===== src/rtl/uart_tx.sv =====
// uart_tx: serial UART transmitter feeding the receiver's rx_serial line.
// Each byte is framed as start(0), 8 data bits LSB-first, parity, stop(1).
// The parity bit is the XOR of the data bits, so data plus parity has even
// parity. A one-deep holding register lets the producer queue the next byte
// while the current frame shifts out, so back-to-back frames have no gap.
//
// Ports:
//   clk        system clock
//   rst        synchronous active-high reset
//   tx_byte    byte to send, taken when tx_valid && tx_ready
//   tx_valid   producer has a byte on tx_byte
//   tx_ready   holding register empty (registered)
//   tx_serial  serial line, idle high, driven straight from a flop
//   tx_busy    high while a frame is in START/DATA/PARITY/STOP
//   tx_done    one-cycle pulse on the last cycle of each stop bit
//
// state  | meaning
// -------+-------------------------------------------------------------
// IDLE   | line high, waiting for the holding register to fill
// START  | start bit (0) for Clkperbaud cycles
// DATA   | data bits shift[0..7], Clkperbaud cycles each
// PARITY | XOR of the data bits for Clkperbaud cycles
// STOP   | stop bit (1); reloads directly into START if a byte is queued
`timescale 1ns/1ps

module uart_tx #(
  parameter int Clkperbaud = 1250
) (
  input  logic       clk,
  input  logic       rst,
  input  logic [7:0] tx_byte,
  input  logic       tx_valid,
  output logic       tx_ready,
  output logic       tx_serial,
  output logic       tx_busy,
  output logic       tx_done
);

  localparam int              CntW    = (Clkperbaud > 1) ? $clog2(Clkperbaud) : 1;
  localparam logic [CntW-1:0] CntLast = CntW'(Clkperbaud - 1);
  localparam logic [CntW-1:0] CntOne  = CntW'(1);

  typedef enum logic [2:0] {
    S_IDLE,
    S_START,
    S_DATA,
    S_PARITY,
    S_STOP
  } state_t;

  state_t          r_state;
  state_t          w_state_next;
  logic [CntW-1:0] r_clk_count;
  logic [2:0]      r_bit_index;
  logic [7:0]      r_hold;
  logic [7:0]      r_shift;
  logic            r_hold_full;
  logic            r_ready;
  logic            r_parity;
  logic            r_serial;

  logic            w_bit_end;
  logic            w_load;
  logic            w_accept;
  logic            w_hold_full_next;
  logic            w_serial_next;
  logic            w_busy;
  logic            w_done;

  assign w_bit_end = (r_clk_count == CntLast);
  assign w_accept  = tx_valid && r_ready;

  // A frame start and an accept can never coincide: a frame only starts
  // while the hold register is full, and then tx_ready is already low.
  assign w_hold_full_next = w_load ? 1'b0 : (w_accept ? 1'b1 : r_hold_full);

  // State register
  always_ff @(posedge clk) begin
    if (rst) begin
      r_state <= S_IDLE;
    end else begin
      r_state <= w_state_next;
    end
  end

  // Next-state logic; w_load marks the cycle the hold register moves to shift
  always_comb begin
    w_state_next = r_state;
    w_load       = 1'b0;
    case (r_state)
      S_IDLE: begin
        if (r_hold_full) begin
          w_state_next = S_START;
          w_load       = 1'b1;
        end
      end
      S_START: begin
        if (w_bit_end) w_state_next = S_DATA;
      end
      S_DATA: begin
        if (w_bit_end && (r_bit_index == 3'd7)) w_state_next = S_PARITY;
      end
      S_PARITY: begin
        if (w_bit_end) w_state_next = S_STOP;
      end
      S_STOP: begin
        if (w_bit_end) begin
          if (r_hold_full) begin
            w_state_next = S_START;
            w_load       = 1'b1;
          end else begin
            w_state_next = S_IDLE;
          end
        end
      end
      default: w_state_next = S_IDLE;
    endcase
  end

  // Output decode; the line value is registered below, one cycle behind state
  always_comb begin
    w_busy        = (r_state != S_IDLE);
    w_done        = (r_state == S_STOP) && w_bit_end;
    w_serial_next = 1'b1;
    case (r_state)
      S_IDLE:   w_serial_next = 1'b1;
      S_START:  w_serial_next = 1'b0;
      S_DATA:   w_serial_next = r_shift[r_bit_index];
      S_PARITY: w_serial_next = r_parity;
      S_STOP:   w_serial_next = 1'b1;
      default:  w_serial_next = 1'b1;
    endcase
  end

  // Datapath: hold/shift registers, counters, line flop
  always_ff @(posedge clk) begin
    if (rst) begin
      r_hold      <= 8'h00;
      r_hold_full <= 1'b0;
      r_ready     <= 1'b1;
      r_shift     <= 8'h00;
      r_parity    <= 1'b0;
      r_clk_count <= '0;
      r_bit_index <= 3'd0;
      r_serial    <= 1'b1;
    end else begin
      if (w_accept) begin
        r_hold <= tx_byte;
      end
      r_hold_full <= w_hold_full_next;
      r_ready     <= !w_hold_full_next;

      if (w_load) begin
        r_shift  <= r_hold;
        r_parity <= ^r_hold;
      end

      if ((r_state == S_IDLE) || w_bit_end) begin
        r_clk_count <= '0;
      end else begin
        r_clk_count <= r_clk_count + CntOne;
      end

      // Held at 0 outside DATA so every DATA phase begins at bit 0
      if (r_state != S_DATA) begin
        r_bit_index <= 3'd0;
      end else if (w_bit_end) begin
        r_bit_index <= r_bit_index + 3'd1;
      end

      r_serial <= w_serial_next;
    end
  end

  assign tx_ready  = r_ready;
  assign tx_serial = r_serial;
  assign tx_busy   = w_busy;
  assign tx_done   = w_done;

endmodule


===== config.mk =====
export PLATFORM = sky130hd
export DESIGN_NAME = uart_tx
export DESIGN_NICKNAME = d
export VERILOG_FILES = /design/src/rtl/uart_tx.sv
export SDC_FILE = /design/constraint.sdc
export NUM_CORES = 1
export LEC_CHECK = 0
export BUFFER_PORTS_ARGS = -buffer_cell sky130_fd_sc_hd__clkbuf_2
export CAP_MARGIN = 40
export CORE_MARGIN = 1.5
export CORE_UTILIZATION = 52
export CTS_CLUSTER_DIAMETER = 80
export DETAILED_ROUTE_END_ITERATION = 8
export PLACE_DENSITY_LB_ADDON = 0.3
export SKIP_CTS_REPAIR_TIMING = 1
export SKIP_LAST_GASP = 1
export SLEW_MARGIN = 20
export SYNTH_ARGS = -nofsm -noshare
export SYNTH_HDL_FRONTEND = slang
export SYNTH_SLANG_ARGS = --single-unit

===== constraint.sdc =====
create_clock -name clk -period 1.9 [get_ports clk]
set_input_delay 0.38 -clock clk [delete_from_list [all_inputs] [get_ports clk]]
set_output_delay 0.38 -clock clk [all_outputs]
set_load 0.02 [all_outputs]

# Word-level counts from Yosys, hierarchy flattened
# Index checks and enable logic that the tools add are counted.
# totals
register_bits	37
latchBits	0
mem_bits_rw	0
mem_bits_ro	0
output_inout_bits	4
word_cells	50
mem_count	0
# classes
addsub	2
mul	0
n_div	0
magnitude_cmp	1
n_eq_ne	12
shifts	0
muxes	15
n_bitwise	0
n_reduce_logical	11
# ops
cell	n
two-way mux 3 bit	5
one-hot mux 3 bit (5 select lines)	1
adder 11 x 1 -> 11 bit, second input constant	1
== test 11 bit, second input constant	1
inequality test 2 bit, second input constant	5
parity 8 bit	1
== test 3 x 2 -> 1 bit, second input constant	2
== test 3 bit, second input constant	2
two-way mux 1 bit	6
AND reduction 5 bit	1
less-than comparator 3 x 4 -> 1 bit, second input constant	1
OR reduction 2 bit	2
adder 3 x 1 -> 3 bit, second input constant	1
binary-select mux 1 bit (select 3 bit)	1
== test 3 x 1 -> 1 bit, second input constant	1
logical AND 1 bit	3
zero test 3 bit	1
inequality test 3 x 2 -> 1 bit, second input constant	1
one-hot mux 1 bit (3 select lines)	1
nonzero test 3 bit	1
one-hot mux 1 bit (2 select lines)	1
zero test 1 bit	1
logical OR 1 bit	1

# Longest topological paths before layout
# Gate-level depths: netlist (run 1).
# logic_depth
ltp_word	5
mapped_depth	7
depth_no_buf	6

# Least setup slack after synthesis (run 1)
# OpenSTA, ideal clock, no wires.
# synth_path
path_type	register to output
startpoint	register r_clk_count[2]
endpoint	output tx_done
arrival_time_ns	1.569
slack_ns	-0.049
stages_incl_launch_ff	5
path_buffers	1
path_cell_list	dfxtp_1 or4b_4 buf_6 nor3_4 and3_1
# synth_via
elab_chain_cells	2
# synth_lines
item	line_no	rtl
from (decl)	53	logic [CntW-1:0] r_clk_count;
from (signal assigned)	161	r_clk_count <= r_clk_count + CntOne;
== test 11 bit	70	assign w_bit_end = (r_clk_count == CntLast);
logical AND 1 bit	123	w_done = (r_state == S_STOP) && w_bit_end;
to (decl)	36	output logic tx_done
# No other way between the ends.

# Worst setup path after layout (run 1)
# layout_path
startpoint	register r_clk_count[8]
endpoint	output tx_done
# The elaborated chain is that of the path after synthesis.

==> results of run 1 <==
-- sequential cells by signal, summed over array words and instances, names as in the netlist --
name and cells:
r_hold_full 1, tx_serial 1, r_parity 1, tx_ready 1, r_shift 8, r_clk_count 11
r_bit_index 3, r_hold 8, r_state 3
-- kinds of logic (layout without fill, tap and decap cells) --
group                      Yosys count  after routing
and+or+nand+nor                     78             78
adders and majority gates            4              4
xor gates and xnor gates            18             18
DFF                                 37             37
muxes                                5              5
AOI/OAI and AO/OA                   36             36
buffers and inverters               11             29
-- critical path: stages, from the launching register on --
cell and delay, ps:
sky130_fd_sc_hd__dfxtp_2 350, sky130_fd_sc_hd__or4b_4 580, sky130_fd_sc_hd__nor3_4 150, sky130_fd_sc_hd__and3_4 190
sky130_fd_sc_hd__buf_4 130
-- power by group --
part | leakage (nW) | internal, mW | total (mW) | switching [mW]
Combinational | 0.321 | 0.0665 | 0.153 | 0.0866
Clock | 0.0314 | 0.175 | 0.416 | 0.241
Sequential | 0.301 | 0.804 | 0.835 | 0.0306
Total | 0.654 | 1.05 | 1.40 | 0.358
-- final cells by class --
type	count	area, um^2	area share
tap	44	55.05	0.02897
sequential	37	742.0	0.3904
timing repair buffer	20	117.6	0.06188
clock buffer	7	55.05	0.02897
inverter	2	7.507	0.003950
multi-input combinational	141	923.4	0.4858
-- per-stage QoR --
step / std cells / setup TNS (ps) / power, mW / hold WS, ps
after global placement: 242 / 0 / 0.9991 / 463.3
after floorplan: 189 / 0 / 0.9688 / 444.4
final: 251 / -215.4 / 1.403 / 258.3
after detailed placement: 242 / 0 / 1.006 / 467.1
after global routing: 251 / -720.4 / 1.468 / 266.8
after CTS: 249 / -287.7 / 1.420 / 248.2
-- worst paths after layout --
check / startpoint / end / cells after the start
max reg2reg: r_clk_count[8] / r_parity / 5
min: tx_byte[1] / r_hold[1] / 3
min reg2reg: r_shift[2] / r_shift[2] / 2
max: r_clk_count[8] / tx_done / 4
-- metal layers --
layer,vias up,GRT usage,wire length [um]
met1,640,0.2787,1520
met3,5,0.04691,119
met5,-,0,0
met4,0,0.1304,55
met2,23,0.2919,1441
li1,699,-,-
-- layout by cell type (no fill, tap or decap), types with 2 or more instances in the layout --
cell and n:
sky130_fd_sc_hd__nand2_1 17, sky130_fd_sc_hd__mux2i_1 3, sky130_fd_sc_hd__dfxtp_1 36, sky130_fd_sc_hd__buf_4 7, sky130_fd_sc_hd__a21oi_1 19, sky130_fd_sc_hd__clkbuf_4 5, sky130_fd_sc_hd__nor4_1 3, sky130_fd_sc_hd__nand3_1 21
sky130_fd_sc_hd__xor2_1 2, sky130_fd_sc_hd__inv_1 2, sky130_fd_sc_hd__ha_1 4, sky130_fd_sc_hd__nor3_1 4, sky130_fd_sc_hd__nor2_1 20, sky130_fd_sc_hd__mux4_2 2, sky130_fd_sc_hd__o21ai_0 10, sky130_fd_sc_hd__nor2_2 2
sky130_fd_sc_hd__clkbuf_2 13, sky130_fd_sc_hd__xnor2_1 16, sky130_fd_sc_hd__or3_1 2
==> Implementation_results.wiki, run 1 <==
{| class="wikitable"
! Metric !! Value
|-
| Status || complete, but fails checks
|-
| Violated checks || setup timing
|-
| CTS tree || yes
|-
| Count of flip-flops with a built-in enable after synthesis || 0
|-
| Max Freq || 472.7 MHz
|-
| Required time of the critical path || roughly 1500 ps
|-
| Residual overflow from global routing || 0
|-
| Remaining antenna violation count || 0
|-
| Total global-route track usage || 0.2047
|-
| Complex-gate fraction of the synthesized area || 0.1311
|-
| Synthesized-area fraction occupied by and/or/nand/nor cells || 0.2368
|-
| Wire length of the first global-routing pass || 5540 um
|-
| Initial Utilization || 0.5569
|-
| Clock period minus worst slack || between 2000 and 2500 ps
|-
| Count of buffers from port buffering || 14
|-
| Nets || approximately 220
|-
| Most common library cells after synthesis || sky130_fd_sc_hd__dfxtp_1, sky130_fd_sc_hd__nand3_1, sky130_fd_sc_hd__nor2_1, sky130_fd_sc_hd__a21oi_1, sky130_fd_sc_hd__nand2_1
|-
| Sum of net half-perimeters after detailed placement || 2289 um
|-
| Type of the tightest min-delay check || primary input to flip-flop
|-
| Detailed Routing Iterations Pass 1 || 4
|-
| Number of max-slew violations in the final report || 0
|-
| Sequential cell area fraction in the yosys report || 0.4287
|-
| Synthesized area || 1728 um^2
|-
| Dominant combinational cell family by area after synthesis || simple AND/OR/NAND/NOR gates
|-
| Capturing element type of the critical path || primary output
|-
| Layout cells sized above 1 || 0.1981
|-
| Share of Yosys cell area claimed by the top area cell type || 0.4287
|-
| Core area || 3103 um^2
|-
| Fraction of the mapped netlist area in adder cells || 0.02896
|-
| Util after Layout || 0.6125
|-
| Arrival time worst endpoint || 1740 ps
|-
| Clock latency at the later pin of the worst-skew pair || 340 ps
|-
| CTS root buffer || sky130_fd_sc_hd__clkbuf_4
|-
| ANT cells || 0
|-
| Async set-or-reset flop fraction in the synthesized netlist || 0
|-
| Ports placed on the boundary || 15
|-
| Total Routed Length || 3136 um
|-
| Most repeated cell in the gate-level netlist after synthesis || sky130_fd_sc_hd__dfxtp_1
|-
| Die height || 60.65 um
|-
| Worst-path clk slew || roughly 100 ps
|-
| Library cell occupying the most area in the post-synthesis netlist || sky130_fd_sc_hd__dfxtp_1
|-
| Worst setup path category || flip-flop to primary output
|-
| Slew @ Worst Pin || 471.0 ps
|-
| Worst ir drop on vdd || 0.4615 mV
|-
| Placer Congestion || 0.8343
|-
| Die width || between 60 and 70 um
|-
| Unrepaired setup endpoints after global routing || yes
|-
| Area of the die || between 3000 and 4000 um^2
|-
| Vias per cell || 5.446
|-
| Register-to-register setup slack || 0 ps
|-
| Synthesis-to-finish area growth || 9.993%
|-
| Worst clock skew || 7.691 ps
|-
| Min setup slack post-route || -215.4 ps
|-
| CP Launch Type || flip-flop
|-
| Number of violations of the max-capacitance limit || 0
|-
| Final period util || 1.113
|-
| Clock Tree Buf Depth || 2
|-
| Number of setup violations in the final report || 1
|-
| Power per unit of standard cell area || 738.3 nW/um^2
|-
| Count of routing violations after the opening detailed-route iteration || 63
|-
| Main flop type after synthesis || sky130_fd_sc_hd__dfxtp_1
|-
| Crit path max fanout || 4
|-
| Post-synthesis xor/xnor area fraction || 0.09124
|-
| Row cnt || 20
|-
| Remaining routing DRC violations || 0
|-
| Top area cells in the synthesized netlist || sky130_fd_sc_hd__dfxtp_1, sky130_fd_sc_hd__xnor2_1, sky130_fd_sc_hd__nand3_1
|-
| Initial antenna violation count || 0
|-
| Static power due to leakage || 0.6537 nW
|-
| Mux share of post-synthesis cell area || 0.04345
|-
| CTS buffer count || 5
|-
| Syn Area/Cell || 9.142 um^2
|-
| Area of placed instances || 1827 um^2
|-
| Filler cell count in the final layout || roughly 310
|-
| Number of distinct library cell variants in the gate-level netlist after synthesis || 35
|-
| Via count of the first global-routing pass || 1284
|-
| Total vias in the final route || 1367
|-
| H-tree depth || 2
|-
| Summed area of non-filler cells in the final layout || 1901 um^2
|-
| Clock tree sinks || 37
|-
| Minimum setup slack after placement || roughly 110 ps
|-
| Count of mapped cells out of synthesis || around 190
|-
| Number of hold violations in the final report || 0
|-
| Post-Syn Nets || 204
|-
| Seq cells post-synth || 37
|-
| Routed wirelength normalized by instance count || 12.49 um
|-
| Pin count of the biggest net entering global routing || 25
|-
| Relative slew slack || 0.6860
|-
| Syn. warnings || 0
|}
No activity file was read; power rests on OpenSTA's default activity.
==> run 2, diff against run 1 <==
BUFFER_PORTS_ARGS = -buffer_cell sky130_fd_sc_hd__buf_2   (was -buffer_cell sky130_fd_sc_hd__clkbuf_2)
TNS_END_PERCENT = 1   (was unset)
==> run 2 against run 1 <==
  * The run still ends with setup timing left
  * Design area decreased by 0.59%
  * Setup slack got worse by 5.4 ps
  * Hold slack gained 17 ps
  * Combinational power hardly changed
  * Clock power decreased by 3%
  * Largest power group unchanged
==> Implementation_results.wiki, run 2 (same netlist as run 1, synthesis figures left out) <==
{| class="wikitable"
! Metric !! Value
|-
| Status || complete, but fails checks
|-
| Violated checks || setup timing
|-
| Highest-count cells in the layout ignoring fill and taps || sky130_fd_sc_hd__dfxtp_1, sky130_fd_sc_hd__nand3_1, sky130_fd_sc_hd__nor2_1
|-
| Slew @ Worst Pin || 436.6 ps (-34.47 ps)
|-
| Worst-path clk slew || 100 ps (about the same)
|-
| Residual overflow from global routing || 0 (unchanged)
|-
| Number of setup violations in the final report || 1 (unchanged)
|-
| Wire length of the first global-routing pass || 5457 um (-1.5%)
|-
| Number of violations of the max-capacitance limit || 0 (unchanged)
|-
| Portion of total power attributed to the clock network || 0.289 (-0.007)
|-
| Unrepaired setup endpoints after global routing || yes
|-
| Required time of the critical path || 1520 ps (about the same)
|-
| CTS tree || yes
|-
| Ports placed on the boundary || 15 (unchanged)
|-
| Min setup slack post-route || -220.7 ps (-5.383 ps)
|-
| Max stage delay on crit path || 570 ps (about the same)
|-
| Register share of total power || 0.600 (+0.005)
|-
| Placer Congestion || 0.8276 (-0.80%)
|-
| Clock tree sinks || 37 (unchanged)
|-
| Capturing element type of the critical path || primary output
|-
| Count of routing violations after the opening detailed-route iteration || 36 (-43%)
|-
| Worst path bufs/invs || 1 (unchanged)
|-
| Total vias in the final route || 1365 (-0.15%)
|-
| Worst ir drop on vdd || 0.4260 mV (-7.7%)
|-
| Total global-route track usage || 0.2034 (-0.001236)
|-
| Internal power || 1.012 mW (-3.2%)
|-
| Kind of cell with the highest combined delay on the critical path || simple AND/OR/NAND/NOR gates
|-
| Remaining antenna violation count || 0 (unchanged)
|-
| Core area || 3103 um^2 (unchanged)
|-
| CP Launch Type || flip-flop
|-
| Initial antenna violation count || 0 (unchanged)
|-
| H-tree depth || 2 (unchanged)
|-
| CTS buffer count || 5 (unchanged)
|-
| Register with the highest flop count || r_clk_count
|-
| Clock Tree Buf Depth || 2 (unchanged)
|-
| Proportion of power drawn by combinational gates || 0.111 (+0.002)
|-
| CTS root buffer || sky130_fd_sc_hd__clkbuf_4
|-
| Initial Utilization || 0.5569 (unchanged)
|-
| Clock latency at the later pin of the worst-skew pair || 350 ps (about the same)
|-
| Die width || 60.65 um (unchanged)
|-
| Largest registers || r_clk_count x11, r_hold x8, r_shift x8
|-
| Max reg flops || 11 (unchanged)
|-
| Nets || 221 (-0.45%)
|-
| Total Routed Length || 3319 um (+5.8%)
|-
| Max Freq || 471.5 MHz (-0.25%)
|-
| Clock period minus worst slack || 2121 ps (+5.383 ps)
|-
| Relative slew slack || 0.7090 (+0.02298)
|-
| Type of the tightest min-delay check || primary input to flip-flop
|-
| Vias per cell || 5.438 (-0.15%)
|-
| Crit path max fanout || 4 (unchanged)
|-
| Remaining routing DRC violations || 0 (unchanged)
|-
| Via count of the first global-routing pass || 1245 (-3.0%)
|-
| ANT cells || 0 (unchanged)
|-
| Arrival time worst endpoint || 1740 ps (about the same)
|-
| Worst setup path category || flip-flop to primary output
|-
| Detailed Routing Iterations Pass 1 || 4 (unchanged)
|-
| Row cnt || 20 (unchanged)
|-
| Power spent charging and discharging nets || 0.3802 mW (+6.1%)
|-
| Slowest cell on the critical path || sky130_fd_sc_hd__or4b_4
|-
| Power consumption || 1.392 mW (-0.81%)
|-
| Number of hold violations in the final report || 0 (unchanged)
|-
| Most common cell after layout, fill and taps aside || sky130_fd_sc_hd__dfxtp_1
|-
| Sum of net half-perimeters after detailed placement || 2365 um (+3.3%)
|-
| Count of buffers from port buffering || 14 (unchanged)
|-
| Pin count of the biggest net entering global routing || 25 (unchanged)
|-
| Layout cells sized above 1 || 0.1981 (unchanged)
|-
| Static power due to leakage || 0.6465 nW (-1.1%)
|-
| Hold Worst Slack || 275.2 ps (+16.91 ps)
|-
| Number of max-slew violations in the final report || 0 (unchanged)
|-
| Power per unit of standard cell area || 736.7 nW/um^2 (-0.22%)
|-
| Routed wirelength normalized by instance count || 13.22 um (+5.8%)
|-
| Die height || 60.65 um (unchanged)
|-
| CP cell instances || or4b_4 > nor3_4 > and3_4 > buf_4
|-
| Synthesis-to-finish area growth || 9.341%
|-
| Final period util || 1.116 (+0.002833)
|-
| Switching Share || 0.2731 (+0.01789)
|-
| Worst clock skew || 10.44 ps (+2.751 ps)
|-
| Area of the die || 3678 um^2 (unchanged)
|}
[run 2: cell count changes in the layout (fill, tap and decap cells not counted)]
cell and change:
sky130_fd_sc_hd__clkbuf_2 -13, sky130_fd_sc_hd__buf_2 +13, sky130_fd_sc_hd__clkinv_2 +2, sky130_fd_sc_hd__clkbuf_8 -1, sky130_fd_sc_hd__buf_4 -1
[run 2: power groups by stage]
stage	registers, mW	clock network (mW)	logic [mW]
global placement	0.850	0	0.149
floorplan	0.842	0	0.127
finish	0.835	0.402	0.154
global route	0.840	0.445	0.171
detailed placement	0.852	0	0.154
CTS	0.835	0.406	0.155
[run 2: final cells by class]
type,count,area (um^2)
Multi-Input combinational cell,141,923.4
Clock inverter,2,10.01
Sequential cell,37,742.0
Fill cell,293,1214
Timing Repair Buffer,19,110.1
Inverter,2,7.507
Clock buffer,6,41.29
Tap cell,44,55.05
[run 2: path summary, 6_finish.rpt]
| path | from | endpoint | slack, ps | depth (start not counted) |
|---|---|---|---|---|
| min | tx_byte[3] | r_hold[3] | 280 | 3 |
| min reg2reg | r_shift[3] | r_shift[3] | 480 | 2 |
| max | r_clk_count[8] | tx_done | -220 | 4 |
| max reg2reg | r_clk_count[8] | r_shift[4] | 10 | 5 |
[run 2: worst register-to-register path, delay by kind of cell, from the launching register on]
kind	cells	cell delay [ps]
buffers and inverters	1	170
AND/OR/NAND/NOR	1	570
flip-flops	1	350
AO/OA/AOI/OAI	3	680
[run 2: layer usage]
layer / routed length (um) / share of wire / up-vias / track usage
met5: 0 / 0 / - / 0
met4: 58 / 0.017 / 0 / 0.08696
met3: 125 / 0.038 / 7 / 0.06823
met2: 1596 / 0.48 / 25 / 0.3134
met1: 1539 / 0.46 / 642 / 0.2617
li1: - / - / 691 / -
[run 2: metrics by stage]
stage            util  cells  worst slack [ps]  instance area [um^2]  setup TNS, ps
4_1_cts        0.6052    250            -275.5                  1878         -275.5
3_5_place_dp   0.5887    242             111.2                  1827              0
2_1_floorplan       -    189             38.12                  1733              0
5_1_grt        0.6089    251            -289.5                  1889         -770.7
6_report       0.6089    251            -220.7                  1889         -220.7
3_3_place_gp   0.5887    242             144.3                  1827              0
